[src/rtl/tinycpu_pkg.sv]
`default_nettype none
// ============================================================================
// Module      : tinycpu_pkg
// Description : Shared widths, opcode constants and sequencer state encoding
//               for the TinyCPU fetch/decode/execute controller.
// Revision    : 1.0 - initial release
// ============================================================================
package tinycpu_pkg;

    // Datapath widths
    localparam int INSTR_W = 12;
    localparam int ADDR_W  = 8;
    localparam int OP_W    = 4;

    // Control-flow opcodes handled inside the sequencer
    localparam logic [OP_W-1:0] OP_JZ   = 4'hD;
    localparam logic [OP_W-1:0] OP_JMP  = 4'hE;
    localparam logic [OP_W-1:0] OP_HALT = 4'hF;

    // Sequencer state encoding
    localparam int ST_W = 3;
    localparam logic [ST_W-1:0] c_st_idle   = 3'd0;
    localparam logic [ST_W-1:0] c_st_fetch  = 3'd1;
    localparam logic [ST_W-1:0] c_st_decode = 3'd2;
    localparam logic [ST_W-1:0] c_st_exec   = 3'd3;
    localparam logic [ST_W-1:0] c_st_halted = 3'd4;

endpackage : tinycpu_pkg
`default_nettype wire

[src/rtl/tiny_sequencer_bus_split.sv]
`default_nettype none
// ============================================================================
// Module      : BusSplit
// Description : Splits an instruction word into its opcode (upper OP_W bits)
//               and operand (remaining low bits).
//   i_bus : instruction word
//   o_hi  : opcode field
//   o_lo  : operand field
// Revision    : 1.0 - initial release
// ============================================================================
module BusSplit
    import tinycpu_pkg::*;
(
    input  logic [INSTR_W-1:0]      i_bus,
    output logic [OP_W-1:0]         o_hi,
    output logic [INSTR_W-OP_W-1:0] o_lo
);

    assign o_hi = i_bus[INSTR_W-1:INSTR_W-OP_W];
    assign o_lo = i_bus[INSTR_W-OP_W-1:0];

endmodule : BusSplit
`default_nettype wire

[src/rtl/tiny_sequencer.sv]
`default_nettype none
// ============================================================================
// Module      : tiny_sequencer
// Description : Fetch/decode/execute controller for TinyCPU. Owns the program
//               counter and instruction register, resolves JMP/JZ/HALT
//               locally and hands every other opcode to the datapath over a
//               req/ack handshake.
//   CLK, RST_N          : clock, synchronous active-low reset
//   RUN, LOAD, LOAD_ADDR: run enable, PC preset (IDLE only)
//   MEM_RD, ADDR        : fetch request / address (held until MEM_VALID)
//   MEM_VALID, MEM_DATA : fetch response
//   T, G                : opcode / operand from the instruction register
//   EXEC_REQ, EXEC_ACK  : datapath handshake
//   ZERO                : datapath zero flag, sampled in DECODE for JZ
//   BUSY, HALTED, PC    : status
// Revision    : 1.0 - initial release
// ============================================================================
module tiny_sequencer
    import tinycpu_pkg::*;
(
    input  logic               CLK,
    input  logic               RST_N,
    input  logic               RUN,
    input  logic               LOAD,
    input  logic [ADDR_W-1:0]  LOAD_ADDR,
    output logic               MEM_RD,
    output logic [ADDR_W-1:0]  ADDR,
    input  logic               MEM_VALID,
    input  logic [INSTR_W-1:0] MEM_DATA,
    output logic [OP_W-1:0]    T,
    output logic [ADDR_W-1:0]  G,
    output logic               EXEC_REQ,
    input  logic               EXEC_ACK,
    input  logic               ZERO,
    output logic               BUSY,
    output logic               HALTED,
    output logic [ADDR_W-1:0]  PC
);

    logic [ST_W-1:0]    r_state;
    logic [ADDR_W-1:0]  r_pc;
    logic [INSTR_W-1:0] r_ir;
    logic               r_mem_rd;
    logic               r_exec_req;
    logic               r_busy;
    logic               r_halted;

    logic [ST_W-1:0]    w_state_nxt;
    logic [ADDR_W-1:0]  w_pc_nxt;
    logic               w_ir_ld;
    logic [OP_W-1:0]    w_t;
    logic [ADDR_W-1:0]  w_g;

    BusSplit u_bus_split (
        .i_bus (r_ir),
        .o_hi  (w_t),
        .o_lo  (w_g)
    );

    // Next-state / next-PC selection
    always_comb begin
        w_state_nxt = r_state;
        w_pc_nxt    = r_pc;
        w_ir_ld     = 1'b0;
        case (r_state)
            c_st_idle: begin
                // LOAD wins over RUN; RUN is re-evaluated on the next cycle
                if (LOAD) begin
                    w_pc_nxt = LOAD_ADDR;
                end else if (RUN) begin
                    w_state_nxt = c_st_fetch;
                end
            end
            c_st_fetch: begin
                if (MEM_VALID) begin
                    w_ir_ld     = 1'b1;
                    w_pc_nxt    = r_pc + {{(ADDR_W-1){1'b0}}, 1'b1};
                    w_state_nxt = c_st_decode;
                end
            end
            c_st_decode: begin
                case (w_t)
                    OP_HALT: w_state_nxt = c_st_halted;
                    OP_JMP: begin
                        w_pc_nxt    = w_g;
                        w_state_nxt = RUN ? c_st_fetch : c_st_idle;
                    end
                    OP_JZ: begin
                        if (ZERO) begin
                            w_pc_nxt = w_g;
                        end
                        w_state_nxt = RUN ? c_st_fetch : c_st_idle;
                    end
                    // ALU opcodes always execute; RUN is checked at the end
                    default: w_state_nxt = c_st_exec;
                endcase
            end
            c_st_exec: begin
                if (EXEC_ACK) begin
                    w_state_nxt = RUN ? c_st_fetch : c_st_idle;
                end
            end
            c_st_halted: begin
                if (!RUN) begin
                    w_state_nxt = c_st_idle;
                end
            end
            default: w_state_nxt = c_st_idle;
        endcase
    end

    // State, PC, IR and status outputs; outputs decode the next state so
    // they switch on the same edge that enters or leaves a state.
    always_ff @(posedge CLK) begin
        if (!RST_N) begin
            r_state    <= c_st_idle;
            r_pc       <= '0;
            r_ir       <= '0;
            r_mem_rd   <= 1'b0;
            r_exec_req <= 1'b0;
            r_busy     <= 1'b0;
            r_halted   <= 1'b0;
        end else begin
            r_state    <= w_state_nxt;
            r_pc       <= w_pc_nxt;
            if (w_ir_ld) begin
                r_ir <= MEM_DATA;
            end
            r_mem_rd   <= (w_state_nxt == c_st_fetch);
            r_exec_req <= (w_state_nxt == c_st_exec);
            r_busy     <= (w_state_nxt != c_st_idle) && (w_state_nxt != c_st_halted);
            r_halted   <= (w_state_nxt == c_st_halted);
        end
    end

    assign MEM_RD   = r_mem_rd;
    assign ADDR     = r_pc;
    assign PC       = r_pc;
    assign T        = w_t;
    assign G        = w_g;
    assign EXEC_REQ = r_exec_req;
    assign BUSY     = r_busy;
    assign HALTED   = r_halted;

endmodule : tiny_sequencer
`default_nettype wire
[config.mk]
export PLATFORM = sky130hd
export DESIGN_NAME = tiny_sequencer
export DESIGN_NICKNAME = d
export VERILOG_FILES = /design/src/rtl/tinycpu_pkg.sv /design/src/rtl/tiny_sequencer_bus_split.sv /design/src/rtl/tiny_sequencer.sv
export SDC_FILE = /design/constraint.sdc
export NUM_CORES = 1
export LEC_CHECK = 0
export ABC_CLOCK_PERIOD_IN_PS = 1990
export BUFFER_PORTS_ARGS = -buffer_cell sky130_fd_sc_hd__buf_2
export CORE_MARGIN = 3
export CORE_UTILIZATION = 40
export CTS_CLUSTER_DIAMETER = 150
export DETAILED_ROUTE_END_ITERATION = 8
export PLACE_DENSITY = 0.68
export SYNTH_ARGS = -nofsm -noshare
export SYNTH_HDL_FRONTEND = slang
export SYNTH_SLANG_ARGS = --single-unit
[constraint.sdc]
create_clock -name CLK -period 1.99 [get_ports CLK]
set_input_delay 0.398 -clock CLK [delete_from_list [all_inputs] [get_ports CLK]]
set_output_delay 0.398 -clock CLK [all_outputs]
set_load 0.01 [all_outputs]
Word level (Yosys, flattened, before mapping) --
Index checks and enable logic that the tools add are counted.
Word-level totals: RAM bits 0, bits in latches 0, memories kept 0, logic and storage cells 44, register bits after elaboration 27, output and inout bits 32, input bits 27, ROM bits 0
Cells by class: equality and inequality tests 15, reductions and logical operators 6, mux-type cells 15, divide/modulo/power cells 0, bitwise logic cells 0, shifts and indexed selects 0, multiply operators 0, $add $sub $neg 1, $lt $le $gt $ge 0
Operators with widths (number):
- 2-to-1 mux 8 bit | 3
- case mux 8 bit (3 select lines) | 1
- case mux 8 bit (2 select lines) | 1
- 2-to-1 mux 3 bit | 5
- case mux 3 bit (5 select lines) | 1
- equality test 4 bit (second input constant) | 3
- equality test 3 x 2 -> 1 bit (second input constant) | 3
- adder 8 x 1 -> 8 bit (second input constant) | 1
- equality test 3 x 1 -> 1 bit (second input constant) | 2
- equality test 3 bit (second input constant) | 2
- inequality test 3 bit (second input constant) | 2
- case mux 3 bit (2 select lines) | 1
- nonzero test 3 bit | 2
- AND reduction 5 bit | 1
- inequality test 2 bit (second input constant) | 2
- zero test 3 bit | 1
- 2-to-1 mux 1 bit | 3
- inequality test 3 x 2 -> 1 bit (second input constant) | 1
- OR reduction 2 bit | 1
- logical AND 1 bit | 1

Longest topological paths before layout --
word-level depth 6, gate-level depth with buffers 7, depth with buffers taken out 6

By module --
A second synthesis with hierarchy kept.
Second synthesis, totals: cells, all modules 222, area total of the unflattened synthesis 1732.9 sq um
Modules (own cells, without submodules):
- tiny_sequencer | sequential area each 540.5 sq um, cells an instance 210, area each 1642.8 sq um, instances 1
- BusSplit | sequential area each 0.0 sq um, cells an instance 12, area each 90.1 sq um, instances 1

Worst setup path after synthesis --
Ideal clock, no wire load.
kind register to register, from reg r_ir[8], to reg r_pc[5] (netlist: ADDR[5]), setup time 115 ps, arrival time 1499 ps, path buffers 1, slack 376 ps, data required time 1875 ps, period minus slack after synthesis 1614 ps, cell stages (with the launch flop) 7, cell sequence dfxtp_1 -> and3b_1 -> o211ai_2 -> a221o_1 -> buf_6 -> o21a_1 -> o21a_1
Between the ends: longest elaborated chain between the ends 3, elaborated cells on any way between the ends 7, those cells by class 4 x eq/ne; 2 x mux; 1 x reduce/logical
RTL lines:
- start, declared | line tiny_sequencer.sv:42 | logic [INSTR_W-1:0] r_ir;
- start signal, assigned | line tiny_sequencer.sv:118 | r_ir <= '0;
- start signal, assigned | line tiny_sequencer.sv:127 | r_ir <= MEM_DATA;
- equality test 4 bit | line tiny_sequencer.sv:82 | case (w_t)
- case mux 8 bit (2 select lines) (tied with other cells) | line tiny_sequencer.sv:82
- case mux 8 bit (3 select lines) / AND reduction 5 bit (equally long branches)
- end signal, assigned | line tiny_sequencer.sv:125 | r_pc <= w_pc_nxt;
- end, declared | line tiny_sequencer.sv:41 | logic [ADDR_W-1:0] r_pc;
Several ways; a longest one is shown, not always the timed one. A chain may end at the register's enable or synchronous reset.

Worst setup path in the final report --
from reg r_state[1], to reg r_pc[7] (netlist: ADDR[7])
Between the ends: longest elaborated chain between the ends 3, elaborated cells on any way between the ends 10, those cells by class 6 x eq/ne; 1 x mux; 3 x reduce/logical
RTL lines:
- start, declared | line tiny_sequencer.sv:40 | logic [ST_W-1:0] r_state;
- start signal, assigned | line tiny_sequencer.sv:116 | r_state <= c_st_idle;
- start signal, assigned | line tiny_sequencer.sv:124 | r_state <= w_state_nxt;
- equality test 3 x 2 -> 1 bit (tied with other cells) | line tiny_sequencer.sv:65 | case (r_state)
- inequality test 3 x 2 -> 1 bit (no source line) (tied with other cells)
- AND reduction 5 bit (no source line)
Several ways; a longest one is shown, not always the timed one.

==> impl_metrics.env <==
export IMPL_status="finished clean"
export IMPL_grt_pass1_wl_mm=5.685
export IMPL_synth_top_area_share_pct=36.55
export IMPL_synth_common_cells="nand2_1, dfxtp_1, a21oi_1"
export IMPL_slew_viol_final=0
export IMPL_drt_iter0_markers=108
export IMPL_clockRootBuffer="clkbuf_8"
export IMPL_routed_wl_mm=3.636
export IMPL_overflow=0
export IMPL_cp_max_fo=10
export IMPL_synth_seq_area_share_pct=36.55
export IMPL_peakVddDrop_mv=0.2705
export IMPL_drive_above_1_share_pct=31.06
export IMPL_synthToLayoutAreaGrowth_pct=22.25
export IMPL_required_ns=2.16
export IMPL_ios=59
export IMPL_ctsResizeCount=0
export IMPL_ys_seq_elements=27
export IMPL_p_leak_uw=0.0008333
export IMPL_clk_latency_ns=0.28
export IMPL_synth_compound_area_share_pct=28.00
export IMPL_async_flop_share_pct=0
export IMPL_hp_class="input port to register"
export IMPL_max_freq_mhz=563.8
export IMPL_synth_most_common_cell="nand2_1"
export IMPL_syn_mean_instance_area_um2=7.994
export IMPL_netlist_area_um2=1479
export IMPL_hold_viol=0
export IMPL_placedCellCount=277
export IMPL_crit_path_start="r_state[1]"
export IMPL_cts_hold_buf=0
export IMPL_r2r_start="r_state[1]"
export IMPL_synth_cells=185
export IMPL_setup_viol=0
export IMPL_synthAdderAreaFrac_pct=0.8460
export IMPL_antenna_cells=0
export IMPL_synth_simple_area_share_pct=24.11
export IMPL_relSlewSlack_pct=69.87
export IMPL_htreeDepth=1
export IMPL_fp_row_count=21
export IMPL_fin_crit_sh_pct=89.13
export IMPL_start_util_pct=42.97
export IMPL_yosys_warnings=0
export IMPL_finalSetupTns_ns=0
export IMPL_yosysUniqueCellTypes=49
export IMPL_antenna_found_initial=0
export IMPL_cp_data_arrival_time_ns=1.95
export IMPL_synth_top_family_by_area="compound AO/OA/AOI/OAI gates"
export IMPL_place_gp_congestion=0.7836
export IMPL_tightest_slew_ns=0.4520
export IMPL_synth_top_flop_cell="dfxtp_1"
export IMPL_skew_ns=0.005918
export IMPL_clk_pin_slew_ns=0.09
export IMPL_powerDensity_nw_per_um2=681.3
export IMPL_antenna_left=0
export IMPL_netlist_top_cells_area="dfxtp_1, nand2_1, a21oi_1"
export IMPL_synthMuxAreaShare_pct=0.6768
export IMPL_grt_total_usage_pct=16.54
export IMPL_cts_max_path_buffers=2
export IMPL_clkSinkCount=27
export IMPL_first_pass_iters=4
export IMPL_die_x_um=66.81
export IMPL_die_y_um=66.81
export IMPL_yosys_area_top_type="dfxtp_1"
export IMPL_io_buffer_count=58
export IMPL_nFillCells=364
export IMPL_dieArea_um2=4463
export IMPL_grt_pass1_vias=1222
export IMPL_synth_edf_count=0
export IMPL_synth_xor_area_share_pct=0.5922
export IMPL_critPathCaptureType="register"
export IMPL_cts_tree="done"
export IMPL_min_delay_start="MEM_DATA[3]"
export IMPL_synth_nets=213
export IMPL_grt_max_degree=22
export IMPL_wl_per_cell_um=12.94
export IMPL_cap_viol_max_count=0
export IMPL_vias=1425
export IMPL_rsz0062_at_grt="false"
export IMPL_route_detailed_drc=0
export IMPL_period_needed_ns=1.774
export IMPL_path_class="register to register"
export IMPL_critPathLaunchType="register"
export IMPL_vias_per_cell=5.071
export IMPL_finalNetCount=264
export IMPL_post_cts_buffers=0
export IMPL_cts_inserted_buffers=3
export IMPL_core_area_um2=3442
export IMPL_final_cells=281
export IMPL_hpwlAfterDp_mm=2.765
-- state kept, by name, indices dropped and copies added (netlist names) --
register  flops
HALTED        1
ADDR          8
MEM_RD        1
EXEC_REQ      1
BUSY          1
r_ir         12
r_state       3
-- through the flow --
stage               worst slack, ns  utilization (%)  hold slack (ns)  area [um^2]  power, uW
finish                       0.2164            52.53           0.3459         1808       1232
global route                0.05881            52.53           0.3523         1808       1307
CTS                          0.2246            52.53           0.3424         1808       1244
detailed placement           0.2408            51.18           0.4716         1762      929.8
global placement             0.2715            51.18           0.4572         1762      929.3
floorplan                    0.3760                -           0.4885         1479      841.8
-- area by class of cell --
| cell class | instances | area (um^2) | area share, % |
|---|---|---|---|
| tap | 46 | 57.56 | 3.183 |
| clock inverter | 1 | 5.005 | 0.2768 |
| sequential | 27 | 540.5 | 29.90 |
| multi-input combinational | 133 | 802.0 | 44.36 |
| inverter | 7 | 26.28 | 1.453 |
| timing repair buffer | 64 | 335.3 | 18.55 |
| clock buffer | 3 | 41.29 | 2.284 |
-- power breakdown --
part	switching [uW]	total, uW	internal [uW]
logic	155	291	137
registers	47.4	626	578
clock network	174	315	141
-- cells in the final DEF, fill, tap and decap left out, drive strengths merged, types with 2 or more instances in the layout --
master / instances
o21ai: 11
nor3b: 2
a21boi: 4
nand2: 32
nor2: 6
nand3: 5
o221ai: 2
o21a: 2
buf: 64
a31oi: 2
o211ai: 4
nand2b: 6
dfxtp: 27
o211a: 2
clkbuf: 3
a21oi: 21
a221oi: 2
inv: 7
nor3: 3
nand3b: 3
o21bai: 2
and3b: 3
nand4: 2
-- final timing paths --
check,depth (start not counted),slack (ns),end
max,4,0.22,ADDR[7]
min,3,0.35,r_ir[3]
max reg2reg,4,0.22,ADDR[7]
min reg2reg,2,0.48,r_ir[0]
-- kinds of logic after synthesis --
group | count (synthesis)
adder cells (fa/ha/maj) | 1
multiplexers | 1
AO/OA/AOI/OAI | 61
XOR/XNOR | 1
AND/OR/NAND/NOR | 69
flip-flops | 27
buffers and inverters | 25
-- routing by layer --
layer  routed length [um]  share of wire, %  GRT usage [%]  vias up
li1                     -                 -              -      754
met1                 1816                50          24.00      630
met2                 1624                45          25.12       38
met3                  174               4.8          2.530        3
met4                   20              0.55          4.569        0
met5                    0                 0              0        -
-- worst max-delay path: stages, from the launching register on --
cell     delay, ns
dfxtp_1       0.52
nor3b_2       0.43
a221o_1       0.42
a31oi_1       0.08
o211a_1       0.22
(Power assumes the default switching activity.)
